--- src/rtl/vga_scan_gen_if.sv ---
// VGA scan bundle: pixel coordinates, pixel enable, blanking, syncs and frame pulse.
// The generator drives it through master; overlays and sinks read it through slave.
interface vga_scan_gen_if;
  logic [9:0] x;
  logic [9:0] y;
  logic       p_tick;
  logic       video_on;
  logic       hsync;
  logic       vsync;
  logic       frame_tick;

  modport master (
    output x, y, p_tick, video_on, hsync, vsync, frame_tick
  );

  modport slave (
    input x, y, p_tick, video_on, hsync, vsync, frame_tick
  );
endinterface

--- src/rtl/vga_scan_gen.sv ---
// VGA raster scan generator: clk/2 pixel enable, h/v counters, registered active-low syncs.
// Optional macro VGA_FRAME_TICK_EN adds a one-clk pulse at the start of vertical blanking.
module vga_scan_gen #(
  parameter int unsigned H_DISPLAY = 640,
  parameter int unsigned H_FRONT   = 16,
  parameter int unsigned H_SYNC    = 96,
  parameter int unsigned H_BACK    = 48,
  parameter int unsigned V_DISPLAY = 480,
  parameter int unsigned V_FRONT   = 10,
  parameter int unsigned V_SYNC    = 2,
  parameter int unsigned V_BACK    = 33
) (
  input  logic           clk,
  input  logic           reset_n,
  vga_scan_gen_if.master vga
);

  localparam logic [9:0] H_DISP_W = 10'(H_DISPLAY);
  localparam logic [9:0] V_DISP_W = 10'(V_DISPLAY);
  localparam logic [9:0] H_LAST   = 10'(H_DISPLAY + H_FRONT + H_SYNC + H_BACK - 1);
  localparam logic [9:0] V_LAST   = 10'(V_DISPLAY + V_FRONT + V_SYNC + V_BACK - 1);
  localparam logic [9:0] HS_FIRST = 10'(H_DISPLAY + H_FRONT);
  localparam logic [9:0] HS_LAST  = 10'(H_DISPLAY + H_FRONT + H_SYNC - 1);
  localparam logic [9:0] VS_FIRST = 10'(V_DISPLAY + V_FRONT);
  localparam logic [9:0] VS_LAST  = 10'(V_DISPLAY + V_FRONT + V_SYNC - 1);

  logic       div_q, div_d;
  logic [9:0] h_cnt_q, h_cnt_d;
  logic [9:0] v_cnt_q, v_cnt_d;
  logic       hsync_q, hsync_d;
  logic       vsync_q, vsync_d;
  logic       p_tick;
  logic       h_wrap;

  // Syncs are decoded from the next counter values so they change on the same edge as the counters.
  always_comb begin
    div_d   = ~div_q;
    p_tick  = div_q;
    h_wrap  = (h_cnt_q == H_LAST);
    h_cnt_d = h_cnt_q;
    v_cnt_d = v_cnt_q;
    if (p_tick) begin
      if (h_wrap) begin
        h_cnt_d = '0;
        if (v_cnt_q == V_LAST) begin
          v_cnt_d = '0;
        end else begin
          v_cnt_d = v_cnt_q + 10'd1;
        end
      end else begin
        h_cnt_d = h_cnt_q + 10'd1;
      end
    end
    hsync_d = !((h_cnt_d >= HS_FIRST) && (h_cnt_d <= HS_LAST));
    vsync_d = !((v_cnt_d >= VS_FIRST) && (v_cnt_d <= VS_LAST));
  end

  always_ff @(posedge clk or negedge reset_n) begin
    if (!reset_n) begin
      div_q   <= 1'b0;
      h_cnt_q <= '0;
      v_cnt_q <= '0;
      hsync_q <= 1'b1;
      vsync_q <= 1'b1;
    end else begin
      div_q   <= div_d;
      h_cnt_q <= h_cnt_d;
      v_cnt_q <= v_cnt_d;
      hsync_q <= hsync_d;
      vsync_q <= vsync_d;
    end
  end

`ifdef VGA_FRAME_TICK_EN
  logic frame_tick_q, frame_tick_d;

  // Fires on the pixel edge that moves the scan from the last visible line into blanking.
  always_comb begin
    frame_tick_d = p_tick && h_wrap && (v_cnt_q == (V_DISP_W - 10'd1));
  end

  always_ff @(posedge clk or negedge reset_n) begin
    if (!reset_n) begin
      frame_tick_q <= 1'b0;
    end else begin
      frame_tick_q <= frame_tick_d;
    end
  end

  assign vga.frame_tick = frame_tick_q;
`else
  assign vga.frame_tick = 1'b0;
`endif

  assign vga.x        = h_cnt_q;
  assign vga.y        = v_cnt_q;
  assign vga.p_tick   = p_tick;
  assign vga.hsync    = hsync_q;
  assign vga.vsync    = vsync_q;
  assign vga.video_on = (h_cnt_q < H_DISP_W) && (v_cnt_q < V_DISP_W);

endmodule

--- src/flat_wrapper.sv ---
// flat-port wrapper written by rule: the top's interface ports become plain ports
module vga_scan_gen_flat 
#(
  parameter int unsigned H_DISPLAY = 640,
  parameter int unsigned H_FRONT   = 16,
  parameter int unsigned H_SYNC    = 96,
  parameter int unsigned H_BACK    = 48,
  parameter int unsigned V_DISPLAY = 480,
  parameter int unsigned V_FRONT   = 10,
  parameter int unsigned V_SYNC    = 2,
  parameter int unsigned V_BACK    = 33
)
  (clk, reset_n, vga_x, vga_y, vga_p_tick, vga_video_on, vga_hsync, vga_vsync, vga_frame_tick);
  vga_scan_gen_if vga_i ();
  input  logic clk;
  input  logic reset_n;
  output wire logic [$bits(vga_i.x)-1:0] vga_x;
  output wire logic [$bits(vga_i.y)-1:0] vga_y;
  output wire logic [$bits(vga_i.p_tick)-1:0] vga_p_tick;
  output wire logic [$bits(vga_i.video_on)-1:0] vga_video_on;
  output wire logic [$bits(vga_i.hsync)-1:0] vga_hsync;
  output wire logic [$bits(vga_i.vsync)-1:0] vga_vsync;
  output wire logic [$bits(vga_i.frame_tick)-1:0] vga_frame_tick;
  assign vga_x = vga_i.x;
  assign vga_y = vga_i.y;
  assign vga_p_tick = vga_i.p_tick;
  assign vga_video_on = vga_i.video_on;
  assign vga_hsync = vga_i.hsync;
  assign vga_vsync = vga_i.vsync;
  assign vga_frame_tick = vga_i.frame_tick;
  vga_scan_gen #(.H_DISPLAY(H_DISPLAY), .H_FRONT(H_FRONT), .H_SYNC(H_SYNC), .H_BACK(H_BACK), .V_DISPLAY(V_DISPLAY), .V_FRONT(V_FRONT), .V_SYNC(V_SYNC), .V_BACK(V_BACK)) u_core (.clk(clk), .reset_n(reset_n), .vga(vga_i));
endmodule
--- config.mk ---
export PLATFORM = sky130hd
export DESIGN_NAME = vga_scan_gen_flat
export DESIGN_NICKNAME = d
export VERILOG_FILES = /design/src/rtl/vga_scan_gen_if.sv /design/src/rtl/vga_scan_gen.sv /design/src/flat_wrapper.sv
export SDC_FILE = /design/constraint.sdc
export NUM_CORES = 1
export LEC_CHECK = 0
export BUFFER_PORTS_ARGS = -buffer_cell sky130_fd_sc_hd__buf_2
export CORE_AREA = 2 2 46 70
export DETAILED_ROUTE_END_ITERATION = 10
export DIE_AREA = 0 0 48 72
export HOLD_SLACK_MARGIN = 0.05
export PLACE_DENSITY = 0.78
export SLEW_MARGIN = 20
export SYNTH_ARGS = -nofsm -noshare
export SYNTH_HDL_FRONTEND = slang
export SYNTH_SLANG_ARGS = --single-unit
--- constraint.sdc ---
create_clock -name clk -period 3.5 [get_ports clk]
set_clock_uncertainty 0.2 [all_clocks]
set_input_delay 0 -clock clk [delete_from_list [all_inputs] [get_ports clk]]
set_output_delay 0 -clock clk [all_outputs]
set_load 0.01 [all_outputs]
==> Word level (Yosys, flattened, before mapping) <==
Cells that the tools add are included.
{ "word_totals": {"register_bits": 23, "in_bits": 2, "output_inout_bits": 25, "wordCells": 26} }
{ "classes": {"addsub": 2, "n_lt_le_gt_ge": 6, "n_eq_ne": 2, "muxes": 5, "bitwise_logic": 1, "reduce_logical": 5} }
{ "ops": {"columns": ["operator", "count"], "rows": [
  ["$mux W10", 5],
  ["$add A10 B1 Y10 const B", 2],
  ["$eq A10 B10 Y1 const B", 2],
  ["$ge A10 B10 Y1 const B", 1],
  ["$ge A10 B9 Y1 const B", 1],
  ["$le A10 B10 Y1 const B", 1],
  ["$le A10 B9 Y1 const B", 1],
  ["$lt A10 B10 Y1 const B", 1],
  ["$lt A10 B9 Y1 const B", 1],
  ["$logic_and A1 B1 Y1", 3],
  ["$logic_not A1 Y1", 2],
  ["$not A1 Y1", 1]
]} }

==> Longest topological paths before layout <==
Gate-level depths: netlist of the first run.
{ "depth": {"word_depth": 7, "mapped_depth": 7, "depth_no_buf": 7} }

==> Worst setup path before layout of the first run <==
No wires, ideal clock.
{ "synth_timing": {"path_kind": "register -> register", "from": "reg u_core.h_cnt_q[0], in the netlist u_core.vga.x[0]", "to": "reg u_core.hsync_q, in the netlist u_core.vga.hsync", "t_arrival_ps": 1645, "required_ps": 3232, "setup_slack_ps": 1588, "path_stages_with_launch": 8, "n_path_buf": 1, "cell_sequence": "dfrtp_1 > ha_1 > and3_1 > and4_1 > buf_6 > a21oi_2 > mux2i_1 > nand4bb_1"} }
{ "synth_via": {"elab_chain_cells": 6, "word_cells_on_any_way": 8, "classes_between": "1 x add/sub; 2 x order compare; 1 x eq/ne; 2 x mux; 2 x reduce/logical"} }
{ "synth_lines": {"columns": ["element", "line", "source"], "rows": [
  ["start: declaration", "vga_scan_gen.sv:28", "logic [9:0] h_cnt_q, h_cnt_d;"],
  ["start signal: assignment", "vga_scan_gen.sv:67", "h_cnt_q <= h_cnt_d;"],
  ["$add A10 B1 Y10 or $eq A10 B10 Y1 (tied branches)", "vga_scan_gen.sv:51, vga_scan_gen.sv:39", null],
  ["$mux W10 *", "vga_scan_gen.sv:43", "if (h_wrap) begin"],
  ["$mux W10 *", "vga_scan_gen.sv:42", "if (p_tick) begin"],
  ["named net u_core.h_cnt_d[5]", "vga_scan_gen.sv:28", null],
  ["$ge A10 B10 Y1 or $le A10 B10 Y1 (tied branches)", "vga_scan_gen.sv:54", "hsync_d = !((h_cnt_d >= HS_FIRST) && (h_cnt_d <= HS_LAST));"],
  ["$logic_and A1 B1 Y1 *", "vga_scan_gen.sv:54", null],
  ["$logic_not A1 Y1 *", "vga_scan_gen.sv:54", null],
  ["named net u_core.hsync_d", "vga_scan_gen.sv:30", "logic hsync_q, hsync_d;"],
  ["end signal: assignment", "vga_scan_gen.sv:69", "hsync_q <= hsync_d;"],
  ["end: declaration", "vga_scan_gen.sv:30", null]
]} }
The timed path passes the listed nets; every way through them passes the cells marked *.

==> Final worst setup path of the first run <==
{ "layout_timing": {"from": "reg u_core.h_cnt_q[0], in the netlist u_core.vga.x[0]", "to": "reg u_core.v_cnt_q[8], in the netlist u_core.vga.y[8]"} }
{ "layout_via": {"elab_chain_cells": 3} }
{ "layout_lines": {"columns": ["element", "line", "source"], "rows": [
  ["$eq A10 B10 Y1", "vga_scan_gen.sv:39", "h_wrap = (h_cnt_q == H_LAST);"],
  ["$mux W10", "vga_scan_gen.sv:43", null],
  ["$mux W10", "vga_scan_gen.sv:42", null],
  ["named net u_core.v_cnt_d[8]", "vga_scan_gen.sv:29", "logic [9:0] v_cnt_q, v_cnt_d;"],
  ["end signal: assignment", "vga_scan_gen.sv:68", "v_cnt_q <= v_cnt_d;"],
  ["end: declaration", "vga_scan_gen.sv:29", null]
]} }
The timed path passes the listed nets, and every way through them passes these cells.

==> Flow_metrics.wiki, run 1 <==
{| class="wikitable"
! Metric !! Value
|-
| Ratio of cells with drive above 1 in the final layout || 25.15%
|-
| Number of enable-type register cells in the synthesized netlist || 0
|-
| Number of input and output port buffers inserted || 25
|-
| Status || completed
|-
| Synthesized net count || approximately 140
|-
| Share of the yosys chip area belonging to registers || 43.63%
|-
| Vias after detailed routing || 1115
|-
| Type of element launching the critical path || register
|-
| Via-to-Cell Ratio || 5.520
|-
| Die Area || 0.003456 mm2
|-
| Maximum ir drop on the vdd rail || 0.1684 mV
|-
| HPWL after detailed placement || approximately 2.1 mm
|-
| Critical-path cell list || ha_1 > and3_1 > and4_1 > nand2_4 > nor3_2 > xor2_1
|-
| CTS tree || built
|-
| Share of flip-flops with an asynchronous set or reset || between 90% and 100%
|-
| Period utilisation layout || 60.68%
|-
| Max Buffers Root-to-Sink || 2
|-
| I/O pin count || 27
|-
| Std-Cell Core Area || ~0.0029 mm2
|-
| Fmax achieved || 470.9 MHz
|-
| Number of CTS-inserted buffers || 3
|-
| Final design instance area without fill || around 0.0015 mm2
|-
| Post-Syn Instances || 139
|-
| Crit Path Class || register to register
|-
| First-pass GRT wire length || around 5 mm
|-
| Final Hold Violating Endpoints || 0
|-
| Final critical path time including I/O delays and setup || 2.124 ns
|-
| Cell type with the highest aggregate area in the netlist || sky130_fd_sc_hd__dfrtp_1
|-
| Cell types occupying the most area after synthesis || sky130_fd_sc_hd__dfrtp_1, sky130_fd_sc_hd__nand2_1, sky130_fd_sc_hd__dfstp_2, sky130_fd_sc_hd__xnor2_1, sky130_fd_sc_hd__nand4_1
|-
| Power Density || between 200 and 300 mW/mm2
|-
| First-iteration detailed-routing DRC count || 18
|-
| FF-to-FF setup slack || about 1.4 ns
|-
| Starting density of the core || between 40 and 50%
|-
| Drt total wl || approximately 2.9 mm
|-
| Netlist Area Pre-Place || approximately 0.0013 mm2
|-
| Highest fanout seen on the critical path || 10
|-
| Initial DRT Pass Iterations || 4
|-
| DRC violations left || 0
|-
| Yosys reg bits || 23
|-
| Total number of H-tree levels || 1
|-
| Syn-to-layout area delta || 14.35%
|-
| Max-cap check violation count || 0
|-
| Critical path's largest stage delay || 0.49 ns
|-
| Number of gates given a new drive strength after cts || 0
|-
| Arrival time reported for the critical path endpoint || roughly 2.1 ns
|-
| Clock latency at the later pin of the worst-skew pair || 0.26 ns
|-
| Vert. Die Dim || between 70 and 80 um
|-
| Residual antenna-violating net count after detailed routing || 0
|-
| Average cell area after synthesis || about 9.5 um2
|-
| Top FF cell, synth || sky130_fd_sc_hd__dfrtp_1
|-
| Element type at the critical path end || register
|-
| Total of warnings raised by yosys || 0
|-
| Reported leakage power || 0.7219 nW
|-
| Type of the most critical hold path || input pin to asynchronous set/reset pin
|-
| Cell Rows || 24
|-
| Diodes inserted || 0
|-
| Global placement routability congestion || slightly below 0.9
|-
| Yosys top cell area share || a little under 40%
|-
| Post-synthesis cell type count || 42
|-
| Routed wire per std cell || roughly 14 um
|-
| Total negative setup slack || 0 ns
|-
| Initial antenna violation count || 0
|-
| Final max-slew violation count || 0
|-
| Cell area after placement || 0.001460 mm2
|-
| Via count of the first global-routing pass || between 1000 and 1500
|-
| Total global-route track usage || between 10% and 20%
|-
| Actual transition at the worst max-transition pin || 0.5251 ns
|-
| Final Setup Violations || 0
|-
| Final net count || between 150 and 200
|-
| Required time worst endpoint || between 3 and 4 ns
|-
| Pin count of the biggest net entering global routing || 24
|-
| Relative slew margins || between 60 and 70%
|-
| Unrepaired setup endpoints after global routing || no
|-
| Clock transition time at the flip-flop clock pins of the worst setup and hold paths || 0.08 ns
|-
| Clock sink total || 23
|-
| Worst path slowest cell || sky130_fd_sc_hd__and4_1
|-
| Die X || 48 um
|-
| Global route total overflow || 0
|-
| Root buffer cell || sky130_fd_sc_hd__clkbuf_8
|}
==> worst paths after layout <==
check                                 from               end  depth (start not counted)
max in group asynchronous          reset_n  u_core.vga.hsync                          2
setup reg to reg           u_core.vga.x[0]   u_core.vga.y[8]                          6
min in group clk           u_core.vga.x[2]   u_core.vga.x[2]                          1
hold / removal                     reset_n   u_core.vga.y[4]                          2
hold reg to reg            u_core.vga.x[2]   u_core.vga.x[2]                          1
setup / recovery           u_core.vga.x[0]   u_core.vga.y[8]                          6
==> area by class of cell <==
class                           count  area (um2)
Clock buffer                        4       45.04
Multi-Input combinational cell    106       693.2
Timing Repair Buffer               26       135.1
Fill cell                         261        1338
Tap cell                           39       48.80
Inverter                            4       15.01
Sequential cell                    23       578.1
==> cells in the final DEF, fill, tap and decap left out, types with 4 or more instances in the layout <==
cell | synthesis | routed
sky130_fd_sc_hd__o21ai_0 | 8 | 8
sky130_fd_sc_hd__nor2_1 | 10 | 10
sky130_fd_sc_hd__nand4_1 | 7 | 7
sky130_fd_sc_hd__nor3_1 | 6 | 6
sky130_fd_sc_hd__nand2_1 | 17 | 17
sky130_fd_sc_hd__dfrtp_1 | 21 | 21
sky130_fd_sc_hd__buf_2 | 0 | 25
sky130_fd_sc_hd__xnor2_1 | 6 | 6
sky130_fd_sc_hd__inv_1 | 4 | 4
sky130_fd_sc_hd__nand3_1 | 6 | 6
==> timing repair <==
action	4_1_cts	5_1_grt
hold endpoints to repair	23	0
buffers inserted	0	0
hold buffers	1	0
==> Yosys cell counts (all sizes together), types with 4 or more instances <==
cell    n
nand3   6
inv     4
nor2   10
nand4   9
nor3    7
xnor2   6
nand2  18
dfrtp  21
o21ai   8
==> flip-flops by register name, indices dropped and copies added, names as in the netlist <==
signal	flops
u_core.vga.y	10
u_core.vga.hsync	1
u_core.vga.vsync	1
u_core.vga.p_tick	1
u_core.vga.x	10
==> critical path, delay by kind of cell (launching register included) <==
kind	cells	cell delay, ns
xor gates and xnor gates	1	0.17
and+or+nand+nor	4	1.02
adders and majority gates	1	0.23
DFF	1	0.43
==> power breakdown <==
group	leakage, nW	internal [mW]	switching [mW]
clock network	0.0228	0.0809	0.0778
logic	0.399	0.00113	0.00569
registers	0.300	0.266	0
total	0.722	0.348	0.0834
==> through the flow <==
step / utilization [%] / power, mW / setup slack, ns / std cells / hold WS, ns
global route: 53.11 / 0.4515 / 1.154 / 202 / 0.1329
global placement: 51.18 / 0.2768 / 1.477 / 197 / -0.2077
floorplan: - / 0.2722 / 1.588 / 139 / -0.4956
CTS: 53.11 / 0.4364 / 1.346 / 202 / 0.05174
detailed placement: 51.18 / 0.2770 / 1.371 / 197 / -0.1991
finish: 53.11 / 0.4311 / 1.376 / 202 / 0.05155
==> routing by layer <==
layer | global-route usage, % | routed length, um | vias up
met3 | 2.488 | 99 | 2
met1 | 23.48 | 1179 | 546
met2 | 32.15 | 1556 | 30
li1 | - | - | 537
met4 | 6.306 | 16 | 0
met5 | 0 | 0 | -
==> cell families after synthesis <==
| kind of cell | Yosys count | share of synthesized area (%) |
|---|---|---|
| buffers and inverters | 10 | 4.060 |
| AND/OR/NAND/NOR | 68 | 30.12 |
| flip-flops | 23 | 43.63 |
| multiplexers | 4 | 3.211 |
| XOR/XNOR | 9 | 5.949 |
| other | 1 | 0.2830 |
| AO/OA/AOI/OAI | 21 | 9.915 |
| adder cells (fa/ha/maj) | 3 | 2.833 |
No activity file was read; power rests on OpenSTA's default activity.
==> run 2, diff against run 1 <==
- PLACE_DENSITY: 0.78 -> 0.81
- clock period: 3.5 -> 1.7 ns (I/O delays scaled with it)
==> run 2 against run 1 <==
  * The run now ends with negative setup slack left
  * Worst hold slack got worse by 0.016 ns
  * First-iteration DRC count increased to 3.0 times the previous value
  * Fmax increased by 14%
  * Largest power group unchanged
==> Flow_metrics.wiki, run 2 (same netlist as run 1, synthesis figures left out) <==
{| class="wikitable"
! Metric !! Value
|-
| Switch share || a little over a fifth
|-
| Clock sink total || 23
|-
| Diodes inserted || 0
|-
| Fmax achieved || between 500 and 600 MHz
|-
| Total net switching power || just under 0.2 mW
|-
| Final Hold Violating Endpoints || 0
|-
| Arrival time reported for the critical path endpoint || 1.88 ns
|-
| First-pass GRT wire length || about 6.0 mm
|-
| Fraction of power consumed by combinational cells || under 10%
|-
| Final net count || ~210
|-
| Required time worst endpoint || 1.71 ns
|-
| Worst reg2reg startpoint || u_core.vga.x[3]
|-
| Unrepaired setup endpoints after global routing || yes
|-
| Final max-slew violation count || 0
|-
| Max-cap check violation count || 0
|-
| Clock power frac || 38.4%
|-
| Element type at the critical path end || register
|-
| Final-layout fill cell count || between 150 and 200
|-
| Type of the most critical hold path || input pin to asynchronous set/reset pin
|-
| Highest fanout seen on the critical path || 6
|-
| I/O pin count || 27
|-
| Reg2reg path depth || 5
|-
| Critical R2R Capture || u_core.vga.hsync
|-
| Die X || 48 um
|-
| Via-to-Cell Ratio || 5.525
|-
| Worst Setup Slack, final || -0.1688 ns
|-
| Routed wire per std cell || between 15 and 20 um
|-
| Number of CTS-inserted buffers || 3
|-
| Status || complete, but fails checks
|-
| Vert. Die Dim || about 72 um
|-
| Die Area || roughly 0.0035 mm2
|-
| Cell area after placement || about 0.0017 mm2
|-
| Initial antenna violation count || 0
|-
| First-iteration detailed-routing DRC count || between 50 and 60
|-
| Final critical path time including I/O delays and setup || between 1.5 and 2 ns
|-
| Ratio of cells with drive above 1 in the final layout || 59.02%
|-
| Global route total overflow || 0
|-
| Final design instance area without fill || approximately 0.0021 mm2
|-
| Final Setup Violations || 12
|-
| Residual antenna-violating net count after detailed routing || 0
|-
| Maximum ir drop on the vdd rail || 0.4397 mV
|-
| Actual transition at the worst max-transition pin || between 0.5 and 0.6 ns
|-
| Reported leakage power || approximately 0.96 nW
|-
| FF-to-FF setup slack || -0.17 ns
|-
| Initial DRT Pass Iterations || 4
|-
| Drt total wl || 3.998 mm
|-
| Vias after detailed routing || 1348
|-
| CTS tree || built
|-
| HPWL after detailed placement || 2.700 mm
|-
| Sequential cell area || roughly 600 um2
|-
| Combined area of the multi-input logic cells || just over 900 um2
|-
| Total global-route track usage || about a quarter
|-
| Relative slew margins || between 60% and 70%
|-
| Register share of total power || 60.1%
|-
| Number of input and output port buffers inserted || 25
|-
| DRC violations left || 0
|-
| Via count of the first global-routing pass || 1372
|-
| Total negative setup slack || -1.336 ns
|-
| Syn-to-layout area delta || 58.45%
|-
| Most common cell after layout, fill and taps aside || sky130_fd_sc_hd__buf_4
|-
| Commonest cells after routing, fill and taps aside || sky130_fd_sc_hd__buf_4, sky130_fd_sc_hd__buf_2, sky130_fd_sc_hd__nand2_1
|-
| Violations in the final reports || negative setup slack
|-
| Crit Path Class || register to register
|-
| Starting density of the core || about 46%
|-
| Clock latency at the later pin of the worst-skew pair || ~0.27 ns
|-
| Root buffer cell || sky130_fd_sc_hd__clkbuf_8
|-
| Internal portion of total power || around 0.71 mW
|-
| Type of element launching the critical path || register
|-
| Power Density || 433.3 mW/mm2
|-
| Clock transition time at the flip-flop clock pins of the worst setup and hold paths || 0.09 ns
|-
| Global placement routability congestion || around 0.95
|-
| Total number of H-tree levels || 1
|-
| Cell Rows || 24
|-
| Pin count of the biggest net entering global routing || 24
|-
| Max Buffers Root-to-Sink || 2
|-
| Std-Cell Core Area || between 0.002 and 0.003 mm2
|-
| Period utilisation layout || 109.9%
|}
## run 2: cell types whose count changed in the layout (fill, tap and decap cells not counted), moves of 3 or more
cell / previous run / this run
sky130_fd_sc_hd__buf_4: 0 / 35
sky130_fd_sc_hd__nand3_1: 6 / 3
sky130_fd_sc_hd__nand3_2: 0 / 3
sky130_fd_sc_hd__nand2_1: 17 / 14
sky130_fd_sc_hd__o21ai_0: 8 / 4
sky130_fd_sc_hd__dfrtp_1: 21 / 13
sky130_fd_sc_hd__buf_6: 0 / 7
sky130_fd_sc_hd__dfrtp_2: 0 / 8
sky130_fd_sc_hd__o31ai_1: 3 / 0
## run 2: per-layer routing
metal / vias up / wire length [um] / global-route usage (%)
met1: 664 / 1451 / 25.96
met4: 0 / 122 / 12.01
met3: 12 / 114 / 3.234
li1: 630 / - / -
met5: - / 0 / 0
met2: 42 / 2308 / 40.89
## run 2: what timing repair did
| item | 4_1_cts | 5_1_grt |
|---|---|---|
| setup buffers | 6 | 5 |
| gates resized for setup | 12 | 38 |
| hold endpoints to repair | 23 | 0 |
| pin swaps | 9 | 19 |
| setup endpoints to repair | 11 | 16 |
| hold buffers | 1 | 0 |
## run 2: layout make-up
class                      count  area share, %
clock buffer                   3          1.967
clock inverter                 1         0.2384
inverter                       4         0.7151
multi-input combinational    106          44.04
sequential                    23          28.01
tap                           39          2.324
timing repair buffer          68          22.71
## run 2: through the flow
stage,worst slack [ns],instances,hold slack (ns),power [mW],utilization (%)
finish,-0.1688,244,0.03549,0.9097,73.60
global route,-0.2645,244,0.1033,0.9424,73.60
CTS,-0.1631,241,0.05547,0.9221,66.40
detailed placement,-0.1935,230,-0.1853,0.5709,61.18
global placement,-0.1772,230,-0.1980,0.5703,61.18
floorplan,-0.08640,139,-0.4956,0.5602,-
## run 2: worst max-delay path, cell delays in order, from the launching register on
cell	delay, ns
sky130_fd_sc_hd__dfrtp_1	0.45
sky130_fd_sc_hd__nand2_1	0.18
sky130_fd_sc_hd__or3_4	0.42
sky130_fd_sc_hd__a21oi_4	0.17
sky130_fd_sc_hd__mux2i_1	0.24
sky130_fd_sc_hd__nand4bb_1	0.15
## run 2: worst max path at each step
stage | cells after the start | startpoint | slack (ns) | end
floorplan | 7 | u_core.vga.x[0] | -0.09 | u_core.vga.hsync
global placement | 6 | u_core.vga.x[7] | -0.18 | u_core.vga.vsync
detailed placement | 6 | u_core.vga.x[7] | -0.19 | u_core.vga.vsync
CTS | 7 | u_core.vga.x[0] | -0.16 | u_core.vga.hsync
global route | 7 | u_core.vga.y[1] | -0.26 | u_core.vga.y[2]
finish | 5 | u_core.vga.x[3] | -0.17 | u_core.vga.hsync
## run 2: power groups by stage
stage          logic [mW]  clock network, mW  registers (mW)
3_3_place_gp       0.0129                  0           0.557
4_1_cts            0.0150              0.360           0.547
2_1_floorplan     0.00266                  0           0.558
6_report           0.0141              0.349           0.547
3_5_place_dp       0.0135                  0           0.557
5_1_grt            0.0170              0.379           0.547
